==> config.mk <==
export PLATFORM = sky130hd
export DESIGN_NAME = ps2_receiver
export DESIGN_NICKNAME = d
export VERILOG_FILES = /design/src/rtl/common.sv /design/src/rtl/ps2_filter.sv /design/src/rtl/ps2_receiver.sv
export SDC_FILE = /design/constraint.sdc
export NUM_CORES = 1
export LEC_CHECK = 0
export CORE_ASPECT_RATIO = 1.1
export CORE_MARGIN = 2
export CORE_UTILIZATION = 40
export CTS_CLUSTER_DIAMETER = 100
export DETAILED_ROUTE_END_ITERATION = 10
export GPL_TIMING_DRIVEN = 1
export PLACE_DENSITY = 0.63
export SLEW_MARGIN = 20
export SYNTH_ARGS = -nofsm -noshare
export SYNTH_HDL_FRONTEND = slang
export SYNTH_SLANG_ARGS = --single-unit
export TNS_END_PERCENT = 1
==> constraint.sdc <==
create_clock -name clk_i -period 3.1 [get_ports clk_i]
set_input_delay 0.62 -clock clk_i [delete_from_list [all_inputs] [get_ports clk_i]]
set_output_delay 0.62 -clock clk_i [all_outputs]
set_load 0.01 [all_outputs]
==> src/rtl/common.sv <==
// Shared types for the PS/2 receive path.
package common;

  // Reason the most recent frame was discarded.
  typedef enum logic [1:0] {
    ErrNone    = 2'd0,
    ErrFraming = 2'd1,
    ErrParity  = 2'd2,
    ErrTimeout = 2'd3
  } ps2_err_t;

endpackage

==> src/rtl/ps2_filter.sv <==
// Synchronises and deglitches one PS/2 line, and flags filtered falling edges.
module ps2_filter #(
  parameter int unsigned FILTER_CYCLES = 8
) (
  input  logic clk_i,
  input  logic reset_ni,
  input  logic async_i,
  output logic filt_o,
  output logic fall_o
);

  localparam int unsigned CntW = $clog2(FILTER_CYCLES);
  localparam logic [CntW-1:0] CntLast = CntW'(FILTER_CYCLES - 1);

  logic            sync1_q, sync2_q;
  logic            fclk_q, fclk_d;
  logic            fclk_dly_q;
  logic [CntW-1:0] cnt_q, cnt_d;

  // Run counter: the filtered level follows the synced line only after a full
  // run of FILTER_CYCLES consecutive differing samples.
  always_comb begin
    fclk_d = fclk_q;
    cnt_d  = '0;
    if (sync2_q != fclk_q) begin
      if (cnt_q == CntLast) begin
        fclk_d = sync2_q;
      end else begin
        cnt_d = cnt_q + CntW'(1);
      end
    end
  end

  // Synchroniser, filtered level and its one-cycle delayed copy; idle bus is high.
  always_ff @(posedge clk_i or negedge reset_ni) begin
    if (!reset_ni) begin
      sync1_q    <= 1'b1;
      sync2_q    <= 1'b1;
      fclk_q     <= 1'b1;
      fclk_dly_q <= 1'b1;
      cnt_q      <= '0;
    end else begin
      sync1_q    <= async_i;
      sync2_q    <= sync1_q;
      fclk_q     <= fclk_d;
      fclk_dly_q <= fclk_q;
      cnt_q      <= cnt_d;
    end
  end

  assign filt_o = fclk_q;
  assign fall_o = fclk_dly_q & ~fclk_q;

endmodule

==> src/rtl/ps2_receiver.sv <==
// PS/2 device-to-host receiver: frames bits on filtered clock falls, checks
// start/parity/stop, aborts stalled frames and emits one-cycle result strobes.
module ps2_receiver import common::*; #(
  parameter int unsigned FILTER_CYCLES  = 8,
  parameter int unsigned TIMEOUT_CYCLES = 5000
) (
  input  logic       clk_i,
  input  logic       reset_ni,
  input  logic       ps2_clk_async_i,
  input  logic       ps2_data_async_i,
  output logic [7:0] data_o,
  output logic       valid_o,
  output logic       error_o,
  output ps2_err_t   error_kind_o,
  output logic       busy_o
);

  localparam int unsigned TmoW = $clog2(TIMEOUT_CYCLES + 1);
  localparam logic [TmoW-1:0] TmoLast = TmoW'(TIMEOUT_CYCLES - 1);

  localparam logic [0:0] StIdle = 1'b0;
  localparam logic [0:0] StRecv = 1'b1;

  logic clk_filt, clk_fall, fall;
  logic data_s1_q, data_s2_q;

  logic [0:0]      state_q, state_d;
  logic [3:0]      bit_cnt_q, bit_cnt_d;
  logic [7:0]      shift_q, shift_d;
  logic            parity_q, parity_d;
  logic [TmoW-1:0] tmo_q, tmo_d;
  logic [7:0]      data_q, data_d;
  logic            valid_q, valid_d;
  logic            error_q, error_d;
  ps2_err_t        kind_q, kind_d;

  ps2_filter #(
    .FILTER_CYCLES(FILTER_CYCLES)
  ) u_clk_filter (
    .clk_i   (clk_i),
    .reset_ni(reset_ni),
    .async_i (ps2_clk_async_i),
    .filt_o  (clk_filt),
    .fall_o  (clk_fall)
  );

  // A fall always leaves the filtered line low; qualifying on it keeps the two consistent.
  assign fall = clk_fall & ~clk_filt;

  // Bare 2-flop synchroniser for the data line.
  always_ff @(posedge clk_i or negedge reset_ni) begin
    if (!reset_ni) begin
      data_s1_q <= 1'b1;
      data_s2_q <= 1'b1;
    end else begin
      data_s1_q <= ps2_data_async_i;
      data_s2_q <= data_s1_q;
    end
  end

  // Frame FSM: bit counting, shifting, stop-bit evaluation and stall timeout.
  always_comb begin
    state_d   = state_q;
    bit_cnt_d = bit_cnt_q;
    shift_d   = shift_q;
    parity_d  = parity_q;
    tmo_d     = tmo_q;
    data_d    = data_q;
    valid_d   = 1'b0;
    error_d   = 1'b0;
    kind_d    = kind_q;
    case (state_q)
      StIdle: begin
        tmo_d = '0;
        if (fall) begin
          if (!data_s2_q) begin
            state_d   = StRecv;
            bit_cnt_d = 4'd1;
          end else begin
            error_d = 1'b1;
            kind_d  = ErrFraming;
          end
        end
      end
      StRecv: begin
        if (fall) begin
          tmo_d     = '0;
          bit_cnt_d = bit_cnt_q + 4'd1;
          if (bit_cnt_q <= 4'd8) begin
            shift_d = {data_s2_q, shift_q[7:1]};
          end else if (bit_cnt_q == 4'd9) begin
            parity_d = data_s2_q;
          end else begin
            state_d = StIdle;
            if (!data_s2_q) begin
              error_d = 1'b1;
              kind_d  = ErrFraming;
            end else if (!(^{shift_q, parity_q})) begin
              error_d = 1'b1;
              kind_d  = ErrParity;
            end else begin
              data_d  = shift_q;
              valid_d = 1'b1;
            end
          end
        end else if (tmo_q == TmoLast) begin
          // Window is counted from the last fall; expiry abandons the frame.
          state_d = StIdle;
          tmo_d   = '0;
          error_d = 1'b1;
          kind_d  = ErrTimeout;
        end else begin
          tmo_d = tmo_q + TmoW'(1);
        end
      end
      default: state_d = StIdle;
    endcase
  end

  // Frame state and registered outputs.
  always_ff @(posedge clk_i or negedge reset_ni) begin
    if (!reset_ni) begin
      state_q   <= StIdle;
      bit_cnt_q <= '0;
      shift_q   <= '0;
      parity_q  <= 1'b0;
      tmo_q     <= '0;
      data_q    <= '0;
      valid_q   <= 1'b0;
      error_q   <= 1'b0;
      kind_q    <= ErrNone;
    end else begin
      state_q   <= state_d;
      bit_cnt_q <= bit_cnt_d;
      shift_q   <= shift_d;
      parity_q  <= parity_d;
      tmo_q     <= tmo_d;
      data_q    <= data_d;
      valid_q   <= valid_d;
      error_q   <= error_d;
      kind_q    <= kind_d;
    end
  end

  assign data_o       = data_q;
  assign valid_o      = valid_q;
  assign error_o      = error_q;
  assign error_kind_o = kind_q;
  assign busy_o       = (state_q == StRecv);

endmodule

# Word level (Yosys, flattened, before mapping)
# Cells that the tools add are included.
# totals
register_bits,48
latch_bits,0
mem_bits_rw,0
mem_bits_ro,0
elab_cells,85
memories,0
# op_classes
addsub,3
mul,0
n_div,0
order_cmp,1
n_eq_ne,12
shifts,0
mux,40
bitwise,6
n_reduce_logical,7
# ops
cell,n
13-bit 2-to-1 mux,2
13-bit case mux with 2 select lines,1
1-bit 2-to-1 mux,20
2-bit 2-to-1 mux,8
"13-bit by 1-bit adder with 13-bit output, second input constant",1
"13-bit equality test, second input constant",1
4-bit 2-to-1 mux,3
6-bit AND reduction,2
9-bit parity,1
"2-bit != test, second input constant",4
4-bit case mux with 2 select lines,1
3-bit 2-to-1 mux,2
"3-bit != test, second input constant",2
3-bit AND reduction,2
"4-bit by 1-bit adder with 4-bit output, second input constant",1
"4-bit equality test, second input constant",1
"4-bit <= comparator, second input constant",1
"4-bit != test, second input constant",1
1-bit NOT,4
1-bit case mux with 2 select lines,2
2-bit case mux with 2 select lines,1
4-bit AND reduction,1
"3-bit by 1-bit adder with 3-bit output, second input constant",1
"3-bit equality test, second input constant",1
4 further kinds,5

# Longest topological paths before layout
# logic_depth
ltp_word,7
ltp_mapped,7
ltp_nobuf,7

# Modules after synthesis
# Synthesis repeated with hierarchy kept, for this count alone.
# unflattened
cells_unflattened,177
hier_area_um2,2149.6
# by_module_without_submodules
mod,n_inst,cells_per_inst,area_per_inst_um2
ps2_receiver,1,162,1890.6
ps2_filter,1,15,259.0

# Worst setup path before layout
# OpenSTA, ideal clock, no wires.
# synth_path
kind,register -> register
from,reg shift_q[1]
to,"reg data_q[0], in the netlist data_o[0]"
setup_ps,125
arrival_ps,1871
required_time_ps,2975
setup_slack_ps,1105
path_stages_with_launch,6
path_buffers,0
synth_period_minus_slack_ps,1995
path_cell_list,dfrtp_1 > xor2_1 > xnor3_1 > xnor2_1 > nor3_4 > mux2_2
# synth_between
elab_chain_cells,2
# synth_lines
element,line,rtl
"start, declared",ps2_receiver.sv:29,"logic [7:0] shift_q, shift_d;"
"start signal, assigned",ps2_receiver.sv:135,shift_q <= shift_d;
9-bit parity,ps2_receiver.sv:98,"end else if (!(^{shift_q, parity_q})) begin"
6-bit AND reduction (no line),--,
"end signal, assigned",ps2_receiver.sv:138,data_q <= data_d;
"end, declared",ps2_receiver.sv:32,"logic [7:0] data_q, data_d;"
# Every way passes these cells.
# A chain may end at the register's enable or synchronous reset.

# Worst setup path in the final report
# layout_path
from,reg shift_q[1]
to,"reg data_q[4], in the netlist data_o[4]"
# Same word-level chain as after synthesis.

==> results_dict.tcl <==
set metrics [dict create \
    outcome "complete, no violations" \
    arrival_ns 2.41 \
    drv_cap 0 \
    synth_edf_count 0 \
    skew_ns 0.00813 \
    synth_seq_cells 48 \
    cts-htree-levels 2 \
    ys.flop_type "dfrtp_1" \
    drc_errors 0 \
    dieHeight_um 81.6 \
    yosysTopAreaCell "dfrtp_1" \
    start_util 0.411 \
    cp.required_ns 3.28 \
    power_density_mw_per_mm2 594 \
    post_synth_inst_count 179 \
    avgSynthCellArea_um2 12.2 \
    path_max_fanout 9 \
    holdBufCountCts 0 \
    intPower_mw 1.02 \
    post-route-util 0.471 \
    die_w_um 74.5 \
    irDropWorstVdd_mv 0.343 \
    first_iter_violations 45 \
    synth_most_common_cell "dfrtp_1" \
    power_mw 1.49 \
    ys_seq_area_frac 0.552 \
    end_kind "register" \
    clockRootBuffer "clkbuf_8" \
    syn_to_final_growth_pct 14.5 \
    setup_viol 0 \
    cts_setup_buffers 0 \
    hold_violations 0 \
    combPwrFrac 0.222 \
    yosysWarnings 0 \
    dp_hpwl_um 2220 \
    antenna_left 0 \
    period_share 0.718 \
    clkTransAtPathRegs_ns 0.09 \
    via_count 1339 \
    p_seq_frac 0.534 \
    std_cell_rows 28 \
    fmax_ghz 0.449 \
    numCtsBuffers 5 \
    wirelength_um 3290 \
    cts.path.max_buffers 2 \
    min_path_type "input port to async pin" \
    slowest_stage "nor3_4" \
    critPathLaunch "shift_q[1]$_DFFE_PN0P_" \
    grt_start_max_net_pins 48 \
    worst_slew_pin_slew_ns 0.796 \
    first_pass_iters 4 \
    crit_chain "xor2_1 > xnor3_1 > xnor2_1 > nor3_4 > mux2_2" \
    core-area_mm2 0.00533 \
    switching_share 0.315 \
    grt.overflow.total 0 \
    cts_sinks 48 \
    rsz0062_at_grt "false" \
    layout-drive-gt1-share 0.214 \
    period_minus_slack_ns 2.23 \
    fin_nets 210 \
    syn-num-nets 189 \
    synth_cell_types 39 \
    power_switching_mw 0.468 \
    synth_area_mm2 0.00219 \
    synth_commonest_cells "42 x dfrtp_1, 19 x mux2_2, 19 x nor2_1, 12 x nand2_1, 10 x xor2_1" \
    io_buffers 16 \
    cts_resized 0 \
    r2r-start "shift_q[1]$_DFFE_PN0P_" \
    worst_slack_ns 0.875 \
    die_area_mm2 0.00608 \
    vias_per_cell 4.85 \
    worst_skew_pair.late_latency_ns 0.30 \
    grt_use_total 0.126 \
    r2r_cells 5 \
    n_antenna_cell 0 \
    cts_tree "yes" \
    setup_tns_ns 0 \
    synth_area_leaders "dfrtp_1 48%, mux2_2 9.8%, dfstp_2 7.2%, xor2_1 4.0%, ha_1 3.4%" \
    slew_headroom 0.464 \
    pre_cts_ws_ns 0.862 \
    routedWlPerCell_um 11.9 \
    crit_type "register to register" \
    power.share.clock 0.244 \
    worst_path_largest_cell_delay_ns 0.47 \
    first_global_vias 1278 \
    gp_congestion 0.765 \
    drv_slew 0 \
    startpoint_type "register" \
    grt_pass1_wl_um 5830 \
    power.leakage_nw 1.11 \
    fin_hold_ws_ns 0.301 \
    num_io_pins 17 \
    synth-async-reset-ratio 1.00 \
    yosys.area.top_type_share 0.480 \
    antenna_found_initial 0 \
]
-- layout by cell type (no fill, tap or decap), types with 5 or more instances in the layout --
cell | netlist | final
o21ai_0 | 6 | 6
dfstp_2 | 6 | 6
clkdlybuf4s50_1 | 0 | 15
mux2_2 | 19 | 19
xor2_1 | 10 | 10
nor2_1 | 19 | 19
ha_1 | 6 | 6
dfrtp_1 | 42 | 42
nand3_1 | 7 | 7
xnor2_1 | 6 | 6
inv_1 | 5 | 5
nand2_1 | 12 | 12
clkbuf_8 | 0 | 5
-- sequential cells by signal, indices dropped and copies added, names as in the netlist, 2 cells and up --
| signal | flops |
|---|---|
| bit_cnt_q | 4 |
| data_o | 8 |
| error_kind_o | 2 |
| shift_q | 8 |
| tmo_q | 13 |
| u_clk_filter.cnt_q | 3 |
-- cell families (layout without fill, tap and decap cells) --
group / Yosys count / after routing / share of synthesized area
AOI/OAI and AO/OA: 19 / 19 / 0.0589
xor gates and xnor gates: 17 / 17 / 0.0743
adders and majority gates: 6 / 6 / 0.0343
buffers and inverters: 8 / 30 / 0.0206
DFF: 48 / 48 / 0.552
muxes: 20 / 20 / 0.108
and+or+nand+nor: 61 / 61 / 0.152
-- final timing paths --
path	slack, ns	endpoint
max	0.87	data_o[4]$_DFFE_PN0P_
min	0.30	data_o[2]$_DFFE_PN0P_
max reg2reg	0.87	data_o[4]$_DFFE_PN0P_
min reg2reg	0.36	u_clk_filter.sync2_q$_DFF_PN1_
max in group asynchronous	2.22	data_s2_q$_DFF_PN1_
min in group clk_i	0.36	u_clk_filter.sync2_q$_DFF_PN1_
-- metal layers --
metal / vias to the layer above / GRT usage / part of all wire
met4: 0 / 0.0482 / 0.016
li1: 668 / - / -
met5: - / 0 / 0
met2: 19 / 0.194 / 0.45
met3: 6 / 0.0380 / 0.039
met1: 646 / 0.167 / 0.49
-- layout make-up --
cell class	count	area (µm²)
clock buffer	7	76.3
clock inverter	1	8.76
fill	523	2820
inverter	5	18.8
multi-input combinational	123	935
sequential	48	1210
tap	75	93.8
timing repair buffer	17	165
-- per-stage QoR --
step / instance area (µm²) / std cells
final: 2510 / 276
after global routing: 2510 / 276
after CTS: 2500 / 276
after detailed placement: 2420 / 268
after global placement: 2420 / 268
after floorplan: 2190 / 179
-- critical path: cells and delay by family (launching register included) --
| kind | cells | cell delay [ns] |
|---|---|---|
| XOR/XNOR | 3 | 0.82 |
| AND/OR/NAND/NOR | 1 | 0.47 |
| flip-flops | 1 | 0.43 |
| multiplexers | 1 | 0.38 |
-- power by group through the flow --
stage | Combinational [mW] | Clock (mW) | Sequential [mW]
final | 0.331 | 0.363 | 0.794
after global placement | 0.333 | 0 | 0.806
after floorplan | 0.284 | 0 | 0.779
after global routing | 0.374 | 0.404 | 0.815
after CTS | 0.333 | 0.376 | 0.797
after detailed placement | 0.332 | 0 | 0.809
Note: power is estimated with default switching activity, not from simulation.
